`src/rtl/stack_controller_if.sv`:
```
// rtl/stack_controller_if.sv - control/status bundle between stack_controller and the stack-machine datapath
//
// Purpose: groups the decoded-instruction inputs and every datapath control
// strobe so the controller and datapath connect through one port.
// Signals:
//   opcode[2:0]   IR[7:5] from the datapath
//   alu_zero      ALU result == 0
//   pc_src        0: PC <= ALU_out[4:0]; 1: PC <= IR[4:0]
//   pc_write      unconditional PC load
//   pc_write_con  PC load qualified by z
//   z             alu_zero while evaluating JZ, else 0
//   mem_sel       0: mem addr = PC; 1: mem addr = IR[4:0]
//   mem_read      memory read enable
//   mem_write     memory write enable (data = register A)
//   ir_write      IR load
//   stack_sel     0: stack in = RRES; 1: stack in = MDR
//   load_a        A <= stack d_out
//   a_sel         0: ALU A = PC; 1: ALU A = reg A
//   b_sel         0: ALU B = 1; 1: ALU B = reg B
//   push/pop/tos  stack commands
//   alu_op[2:0]   ALU operation
//   instr_done    pulse in the last cycle of each instruction
// Modports: master = controller side, slave = datapath side.
interface stack_controller_if;
   logic [2:0] opcode;
   logic       alu_zero;
   logic       pc_src;
   logic       pc_write;
   logic       pc_write_con;
   logic       z;
   logic       mem_sel;
   logic       mem_read;
   logic       mem_write;
   logic       ir_write;
   logic       stack_sel;
   logic       load_a;
   logic       a_sel;
   logic       b_sel;
   logic       push;
   logic       pop;
   logic       tos;
   logic [2:0] alu_op;
   logic       instr_done;

   modport master (
      input  opcode, alu_zero,
      output pc_src, pc_write, pc_write_con, z, mem_sel, mem_read, mem_write,
             ir_write, stack_sel, load_a, a_sel, b_sel, push, pop, tos,
             alu_op, instr_done
   );

   modport slave (
      output opcode, alu_zero,
      input  pc_src, pc_write, pc_write_con, z, mem_sel, mem_read, mem_write,
             ir_write, stack_sel, load_a, a_sel, b_sel, push, pop, tos,
             alu_op, instr_done
   );
endinterface

```
`src/rtl/stack_controller.sv`:
```
// rtl/stack_controller.sv - multi-cycle Moore FSM sequencing the 8-bit stack-machine datapath
//
// Purpose: fetches the instruction at PC, decodes opcode = IR[7:5] and drives
// every datapath strobe one state at a time.
// Ports:
//   clk_i     clock, all state changes on the rising edge
//   rst_n_i   asynchronous active-low reset; forces every strobe to 0 while low
//   ctrl      stack_controller_if.master (opcode/alu_zero in, strobes out)
module stack_controller (
   input  logic                clk_i,
   input  logic                rst_n_i,
   stack_controller_if.master  ctrl
);

   localparam logic [2:0] OP_ADD  = 3'b000;
   localparam logic [2:0] OP_SUB  = 3'b001;
   localparam logic [2:0] OP_AND  = 3'b010;
   localparam logic [2:0] OP_NOT  = 3'b011;
   localparam logic [2:0] OP_PUSH = 3'b100;
   localparam logic [2:0] OP_POP  = 3'b101;
   localparam logic [2:0] OP_JMP  = 3'b110;
   localparam logic [2:0] OP_JZ   = 3'b111;

   localparam logic [2:0] ALU_PASS_A = 3'b111;

   typedef enum logic [3:0] {
      S_FETCH    = 4'd0,
      S_DECODE   = 4'd1,
      S_POP1     = 4'd2,
      S_POP2     = 4'd3,
      S_LDA      = 4'd4,
      S_BWAIT    = 4'd5,
      S_EXEC     = 4'd6,
      S_WRITE    = 4'd7,
      S_MEM_RD   = 4'd8,
      S_PUSH_MEM = 4'd9,
      S_MEM_WR   = 4'd10,
      S_JUMP     = 4'd11,
      S_TOS      = 4'd12,
      S_JZ_EVAL  = 4'd13
   } state_e;

   typedef struct packed {
      logic       pc_src;
      logic       pc_write;
      logic       pc_write_con;
      logic       z;
      logic       mem_sel;
      logic       mem_read;
      logic       mem_write;
      logic       ir_write;
      logic       stack_sel;
      logic       load_a;
      logic       a_sel;
      logic       b_sel;
      logic       push;
      logic       pop;
      logic       tos;
      logic [2:0] alu_op;
      logic       instr_done;
   } strobe_t;

   state_e  state_q, state_d;
   strobe_t strb;
   strobe_t strb_gated;

   always_ff @(posedge clk_i or negedge rst_n_i) begin
      if (!rst_n_i) begin
         state_q <= S_FETCH;
      end else begin
         state_q <= state_d;
      end
   end

   always_comb begin
      state_d = S_FETCH;
      strb    = '0;
      case (state_q)
         S_FETCH: begin
            // PC <= PC + 1 through the ALU (A=PC, B=1, ADD) while IR loads
            strb.mem_read = 1'b1;
            strb.ir_write = 1'b1;
            strb.pc_write = 1'b1;
            state_d       = S_DECODE;
         end
         S_DECODE: begin
            case (ctrl.opcode)
               OP_PUSH: state_d = S_MEM_RD;
               OP_JMP:  state_d = S_JUMP;
               OP_JZ:   state_d = S_TOS;
               default: state_d = S_POP1;
            endcase
         end
         S_POP1: begin
            strb.pop = 1'b1;
            if (ctrl.opcode == OP_ADD || ctrl.opcode == OP_SUB || ctrl.opcode == OP_AND) begin
               state_d = S_POP2;
            end else begin
               state_d = S_LDA;
            end
         end
         S_POP2: begin
            strb.pop    = 1'b1;
            strb.load_a = 1'b1;
            state_d     = S_BWAIT;
         end
         S_LDA: begin
            strb.load_a = 1'b1;
            case (ctrl.opcode)
               OP_NOT:  state_d = S_EXEC;
               OP_POP:  state_d = S_MEM_WR;
               OP_JZ:   state_d = S_JZ_EVAL;
               default: state_d = S_FETCH;
            endcase
         end
         // B register picks up the second popped operand at the end of this cycle
         S_BWAIT: state_d = S_EXEC;
         S_EXEC: begin
            strb.a_sel  = 1'b1;
            strb.b_sel  = 1'b1;
            strb.alu_op = ctrl.opcode;
            state_d     = S_WRITE;
         end
         S_WRITE: begin
            strb.push       = 1'b1;
            strb.instr_done = 1'b1;
            state_d         = S_FETCH;
         end
         S_MEM_RD: begin
            strb.mem_sel  = 1'b1;
            strb.mem_read = 1'b1;
            state_d       = S_PUSH_MEM;
         end
         S_PUSH_MEM: begin
            strb.stack_sel  = 1'b1;
            strb.push       = 1'b1;
            strb.instr_done = 1'b1;
            state_d         = S_FETCH;
         end
         S_MEM_WR: begin
            strb.mem_sel    = 1'b1;
            strb.mem_write  = 1'b1;
            strb.instr_done = 1'b1;
            state_d         = S_FETCH;
         end
         S_JUMP: begin
            strb.pc_src     = 1'b1;
            strb.pc_write   = 1'b1;
            strb.instr_done = 1'b1;
            state_d         = S_FETCH;
         end
         // JZ peeks the top of stack without popping it
         S_TOS: begin
            strb.tos = 1'b1;
            state_d  = S_LDA;
         end
         S_JZ_EVAL: begin
            strb.a_sel        = 1'b1;
            strb.alu_op       = ALU_PASS_A;
            strb.pc_src       = 1'b1;
            strb.pc_write_con = 1'b1;
            strb.z            = ctrl.alu_zero;
            strb.instr_done   = 1'b1;
            state_d           = S_FETCH;
         end
         default: begin
            strb    = '0;
            state_d = S_FETCH;
         end
      endcase
   end

   // Outputs drop to zero as soon as reset is asserted, not at the next edge
   assign strb_gated = rst_n_i ? strb : '0;

   assign ctrl.pc_src       = strb_gated.pc_src;
   assign ctrl.pc_write     = strb_gated.pc_write;
   assign ctrl.pc_write_con = strb_gated.pc_write_con;
   assign ctrl.z            = strb_gated.z;
   assign ctrl.mem_sel      = strb_gated.mem_sel;
   assign ctrl.mem_read     = strb_gated.mem_read;
   assign ctrl.mem_write    = strb_gated.mem_write;
   assign ctrl.ir_write     = strb_gated.ir_write;
   assign ctrl.stack_sel    = strb_gated.stack_sel;
   assign ctrl.load_a       = strb_gated.load_a;
   assign ctrl.a_sel        = strb_gated.a_sel;
   assign ctrl.b_sel        = strb_gated.b_sel;
   assign ctrl.push         = strb_gated.push;
   assign ctrl.pop          = strb_gated.pop;
   assign ctrl.tos          = strb_gated.tos;
   assign ctrl.alu_op       = strb_gated.alu_op;
   assign ctrl.instr_done   = strb_gated.instr_done;

endmodule

```
`src/flat_wrapper.sv`:
```
// flat-port wrapper written by rule: the top's interface ports become plain ports
module stack_controller_flat 
  (clk_i, rst_n_i, ctrl_opcode, ctrl_alu_zero, ctrl_pc_src, ctrl_pc_write, ctrl_pc_write_con, ctrl_z, ctrl_mem_sel, ctrl_mem_read, ctrl_mem_write, ctrl_ir_write, ctrl_stack_sel, ctrl_load_a, ctrl_a_sel, ctrl_b_sel, ctrl_push, ctrl_pop, ctrl_tos, ctrl_alu_op, ctrl_instr_done);
  stack_controller_if ctrl_i ();
  input  logic clk_i;
  input  logic rst_n_i;
  input wire logic [$bits(ctrl_i.opcode)-1:0] ctrl_opcode;
  input wire logic [$bits(ctrl_i.alu_zero)-1:0] ctrl_alu_zero;
  output wire logic [$bits(ctrl_i.pc_src)-1:0] ctrl_pc_src;
  output wire logic [$bits(ctrl_i.pc_write)-1:0] ctrl_pc_write;
  output wire logic [$bits(ctrl_i.pc_write_con)-1:0] ctrl_pc_write_con;
  output wire logic [$bits(ctrl_i.z)-1:0] ctrl_z;
  output wire logic [$bits(ctrl_i.mem_sel)-1:0] ctrl_mem_sel;
  output wire logic [$bits(ctrl_i.mem_read)-1:0] ctrl_mem_read;
  output wire logic [$bits(ctrl_i.mem_write)-1:0] ctrl_mem_write;
  output wire logic [$bits(ctrl_i.ir_write)-1:0] ctrl_ir_write;
  output wire logic [$bits(ctrl_i.stack_sel)-1:0] ctrl_stack_sel;
  output wire logic [$bits(ctrl_i.load_a)-1:0] ctrl_load_a;
  output wire logic [$bits(ctrl_i.a_sel)-1:0] ctrl_a_sel;
  output wire logic [$bits(ctrl_i.b_sel)-1:0] ctrl_b_sel;
  output wire logic [$bits(ctrl_i.push)-1:0] ctrl_push;
  output wire logic [$bits(ctrl_i.pop)-1:0] ctrl_pop;
  output wire logic [$bits(ctrl_i.tos)-1:0] ctrl_tos;
  output wire logic [$bits(ctrl_i.alu_op)-1:0] ctrl_alu_op;
  output wire logic [$bits(ctrl_i.instr_done)-1:0] ctrl_instr_done;
  assign ctrl_i.opcode = ctrl_opcode;
  assign ctrl_i.alu_zero = ctrl_alu_zero;
  assign ctrl_pc_src = ctrl_i.pc_src;
  assign ctrl_pc_write = ctrl_i.pc_write;
  assign ctrl_pc_write_con = ctrl_i.pc_write_con;
  assign ctrl_z = ctrl_i.z;
  assign ctrl_mem_sel = ctrl_i.mem_sel;
  assign ctrl_mem_read = ctrl_i.mem_read;
  assign ctrl_mem_write = ctrl_i.mem_write;
  assign ctrl_ir_write = ctrl_i.ir_write;
  assign ctrl_stack_sel = ctrl_i.stack_sel;
  assign ctrl_load_a = ctrl_i.load_a;
  assign ctrl_a_sel = ctrl_i.a_sel;
  assign ctrl_b_sel = ctrl_i.b_sel;
  assign ctrl_push = ctrl_i.push;
  assign ctrl_pop = ctrl_i.pop;
  assign ctrl_tos = ctrl_i.tos;
  assign ctrl_alu_op = ctrl_i.alu_op;
  assign ctrl_instr_done = ctrl_i.instr_done;
  stack_controller u_core (.clk_i(clk_i), .rst_n_i(rst_n_i), .ctrl(ctrl_i));
endmodule
```
`config.mk`:
```
export PLATFORM = sky130hd
export DESIGN_NAME = stack_controller_flat
export DESIGN_NICKNAME = d
export VERILOG_FILES = /design/src/rtl/stack_controller_if.sv /design/src/rtl/stack_controller.sv /design/src/flat_wrapper.sv
export SDC_FILE = /design/constraint.sdc
export NUM_CORES = 1
export LEC_CHECK = 0
export CAP_MARGIN = 20
export CORE_MARGIN = 8
export CORE_UTILIZATION = 27
export DETAILED_ROUTE_END_ITERATION = 16
export PLACE_DENSITY = 0.55
export SLEW_MARGIN = 20
export SYNTH_ARGS = -nofsm -noshare
export SYNTH_HDL_FRONTEND = slang
export SYNTH_SLANG_ARGS = --single-unit
```
`constraint.sdc`:
```
create_clock -name clk_i -period 1.55 [get_ports clk_i]
set_input_delay 0.2325 -clock clk_i [delete_from_list [all_inputs] [get_ports clk_i]]
set_output_delay 0.2325 -clock clk_i [all_outputs]
set_load 0.03 [all_outputs]
```
After elaboration in Yosys (flattened, before gate mapping)
Cells that the tools add are included.
Storage, ports and cells
  bits in registers: 4
  bits of input ports: 6
  logic and storage cells: 55
Operators by class
  eq/ne operators: 20
  muxes and demuxes: 21
  reduce and logical (&&, ||, !) cells: 13
Operators by type and width (count)
  case mux 4 bit (9 select lines): 1
  equality test 4 bit, second input constant: 6
  case mux 4 bit (3 select lines): 2
  two-way mux 19 bit: 1
  equality test 4 x 3 -> 1 bit, second input constant: 4
  OR reduction 2 bit: 8
  two-way mux 1 bit: 14
  equality test 3 bit, second input constant: 4
  equality test 4 x 2 -> 1 bit, second input constant: 2
  equality test 3 x 2 -> 1 bit, second input constant: 2
  case mux 3 bit (2 select lines): 1
  OR reduction 5 bit: 1
  equality test 4 x 1 -> 1 bit, second input constant: 1
  zero test 4 bit: 1
  equality test 3 x 1 -> 1 bit, second input constant: 1
  zero test 3 bit: 1
  two-way mux 3 bit: 1
  logical OR 1 bit: 2
  two-way mux 2 bit: 1

Depth between registers and ports, before layout
  word-level depth: 5
  mapped depth: 4
  mapped depth without buffers: 3

Worst setup path after synthesis
OpenSTA, ideal clock, no wires.
  path kind: flip-flop to output port
  from: reg u_core.state_q[1]
  to: out ctrl_z
  arrival: 1.531 ns
  data required time: 1.317 ns
  slack: -0.213 ns
  stages on the path, launching flop included: 4
  buffers on the path: 0
  cell sequence: dfrtp_1 nand2b_1 nor2_1 and2_1
On the way
  longest elaborated chain between the ends: 3
Ends and longest elaborated chain
  from (decl): RTL line stack_controller.sv:63  | state_e state_q, state_d;
  from (signal assigned): RTL line stack_controller.sv:71  | state_q <= state_d;
  equality test 4 bit: RTL line stack_controller.sv:78  | case (state_q)
  two-way mux 2 bit: RTL line stack_controller.sv:78
  two-way mux 19 bit: RTL line stack_controller.sv:174  | assign strb_gated = rst_n_i ? strb : '0;
  to (decl): RTL line flat_wrapper.sv:12  | output wire logic [$bits(ctrl_i.z)-1:0] ctrl_z;
No other way between the ends.

Final worst setup path
  from: reg u_core.state_q[1]
  to: out ctrl_a_sel
On the way
  longest elaborated chain between the ends: 4
Ends and longest elaborated chain
  equality test 4 x 3 -> 1 bit / equality test 4 bit (equally long branches): RTL line stack_controller.sv:78
  OR reduction 2 bit (no source line) *
  two-way mux 1 bit *: RTL line stack_controller.sv:78
  two-way mux 19 bit *: RTL line stack_controller.sv:174
  to (decl): RTL line flat_wrapper.sv:19  | output wire logic [$bits(ctrl_i.a_sel)-1:0] ctrl_a_sel;
Every way passes the cells marked *; elsewhere a longest branch is shown, timed or not.

==> flow_summary.json <==
{
  "cp-end-kind": "output pin",
  "drc": 0,
  "antenna_left": 0,
  "worstPathCellList": "nor2b_2 > and3_4 > or2_1 > buf_6",
  "max_cap_violations": 0,
  "grt_pass1_vias": 650,
  "syn_avg_cell_area_sq_um": 7.190,
  "worst_pin_slew_ns": 0.2789,
  "drtPass1Iterations": 4,
  "synth_top_area_share_pct": 18.56,
  "cts_root_buf": "clkbuf_4",
  "crit_path_max_fanout": 6,
  "final_nets": 125,
  "cp_slowest_stage_delay_ns": 0.43,
  "synth_adder_area_share_pct": 0,
  "largest_reg_flops": 4,
  "regMostFlops": "u_core.state_q",
  "yosysTopAreaCell": "dfrtp_1",
  "synth_edf_count": 0,
  "peakVddDrop_v": 0.001246,
  "routed_wl_um": 2040,
  "cts_buffers": 3,
  "crit_type": "reg -> out",
  "max_slew_margin_pct": 81.35,
  "grt-ovfl-total": 0,
  "muxShareOfSynthArea_pct": 3.712,
  "ys_ff_latch": 4,
  "ys.flop_type": "dfrtp_1",
  "cts_sinks": 4,
  "rsz0062_at_grt": "true",
  "syn-num-nets": 81,
  "grt_max_degree": 10,
  "port_buffers": 24,
  "seq_area_sq_um": 103.9,
  "vias": 689,
  "crit_arrival_ns": 1.39,
  "first_iter_violations": 8,
  "violations": "negative setup slack",
  "synth.cell_area_sq_um": 539.3,
  "slew_violations": 0,
  "dieArea_sq_um": 3683,
  "wl_per_cell_um": 14.17,
  "top_regs": "u_core.state_q (4)",
  "fill_cells": 195,
  "slowest_stage": "dfrtp_2",
  "cts_hold_buf": 0,
  "ys.warnings.count": 0,
  "hpwl_um": 1587,
  "antenna_cells": 0,
  "rows": 16,
  "r2r-start": "u_core.state_q[3]",
  "synthCells": 75,
  "synth_cell_type_count": 34,
  "tns_ns": -0.2610,
  "async_reset_ff_share_pct": 100.0,
  "antenna_found_initial": 0,
  "io_pins": 25,
  "grt_pass1_wl_um": 3139,
  "start_util_pct": 28.06,
  "synth_compound_area_share_pct": 31.09,
  "start_kind": "flop",
  "yosys.area_share.simple_pct": 36.19,
  "hold_ws_ns": 0.1800,
  "fin_ws_ns": -0.06751,
  "multi_input_area_sq_um": 483.0,
  "power_mw": 1.861,
  "vias_per_cell": 4.785,
  "crit_start": "u_core.state_q[1]",
  "cts_tree": "done",
  "finClkSkew_ns": 0.001656,
  "p_leak_nw": 0.5079,
  "synth_xor_area_share_pct": 1.624,
  "gp_congestion": 0.8548,
  "rrSetupSlack_ns": 0.21,
  "period_share_pct": 104.4,
  "hold_viol": 0,
  "grt_usage_pct": 11.05,
  "synth.yosys.seq_area_share_pct": 18.56,
  "core_sq_um": 1922,
  "timing.fmax_mhz": 618.2,
  "clkLatencyLatePin_ns": 0.23,
  "status": "finished with violations",
  "layout-drive-gt1-share_pct": 57.26,
  "finalCriticalPeriod_ns": 1.618,
  "cp.required_ns": 1.32,
  "cts_buffer_depth": 2,
  "post-place-ws_ns": -0.09025,
  "dieHeight_um": 60.69,
  "htreeDepth": 1,
  "p_per_area_nw_per_um2": 1768,
  "cts.clk_slew.worst_paths_ns": 0.03,
  "die_w_um": 60.69,
  "min_path_type": "in -> async",
  "synth_top_family_by_area": "simple AND/OR/NAND/NOR gates",
  "setup_viol": 6,
  "syn2layout_area_growth_pct": 95.13,
  "netlist_top_cells_area": "dfrtp_1, nor2b_1, a21oi_1"
}
-- cell usage after synthesis (all sizes together) (2+ instances only) --
cell type / number
a21o: 3
a21oi: 6
and2: 2
and3: 3
buf: 7
dfrtp: 4
inv: 2
mux2i: 2
nand2: 4
nand2b: 3
nand3b: 2
nor2: 7
nor2b: 6
nor3: 4
or2: 2
-- worst max-delay path: cells and delay by family (launching register included) --
kind	cells	cell delay (ns)
buffers and inverters	1	0.14
and+or+nand+nor	3	0.58
DFF	1	0.43
-- logic make-up (layout without fill, tap and decap cells) --
family,count (synthesis),after routing
flops,4,4
xor+xnor,1,1
mux,2,2
buf+inv,9,51
simple gates,36,36
compound gates,23,23
-- placed cells by master, fill, tap and decap left out, types with 2 or more instances in the layout --
cell / instances
clkdlybuf4s50_1: 4
nand3b_1: 2
a21o_1: 3
nor2b_4: 3
mux2i_1: 2
nand2b_1: 2
buf_4: 29
dfrtp_2: 3
nor2b_1: 2
nor2_1: 6
a21oi_2: 2
nand2_1: 3
clkbuf_4: 3
and3_1: 2
a21oi_1: 4
buf_6: 12
nor3_2: 4
-- power by group --
group / switching [mW] / leakage (nW) / internal, mW / total, mW
clock: 0.0360 / 0.0138 / 0.0861 / 0.122
sequential: 0.0916 / 0.0469 / 0.163 / 0.255
combinational: 0.753 / 0.447 / 0.731 / 1.48
total: 0.880 / 0.508 / 0.981 / 1.86
-- cell type report --
type                    count  share of cell area, %
well taps                  27                  3.210
clock buffers               3                  2.140
flip-flops and latches      4                  9.869
repair buffers             46                  38.17
inverters                   2                 0.7134
multi-input cells          62                  45.90
-- timing repair --
action                     CTS  global route
cloned                       0             0
pin swaps                    0             6
gates resized for setup     18            20
buffers inserted             2             2
setup endpoints to repair   18            18
-- through the flow --
stage / instances / utilization, % / instance area [sq um]
global route: 144 / 54.75 / 1052
floorplan: 75 / - / 555.5
CTS: 143 / 50.85 / 977.2
detailed placement: 138 / 46.03 / 884.6
finish: 144 / 54.75 / 1052
global placement: 138 / 46.03 / 884.6
-- worst paths after layout --
path | endpoint | depth (start not counted)
max in group asynchronous | u_core.state_q[3] | 2
max | ctrl_a_sel | 4
min | u_core.state_q[1] | 2
min in group clk_i | u_core.state_q[3] | 2
max reg2reg | u_core.state_q[0] | 4
min reg2reg | u_core.state_q[3] | 2
-- layer usage --
metal  track usage (%)  up-vias  routed length (um)
li1                  -      358                   -
met1             14.75      322                 924
met2             17.65        9                1064
met3            0.8475        0                  51
met4             4.651        0                   0
met5                 0        -                   0
Power figures use the tool's default switching activity.
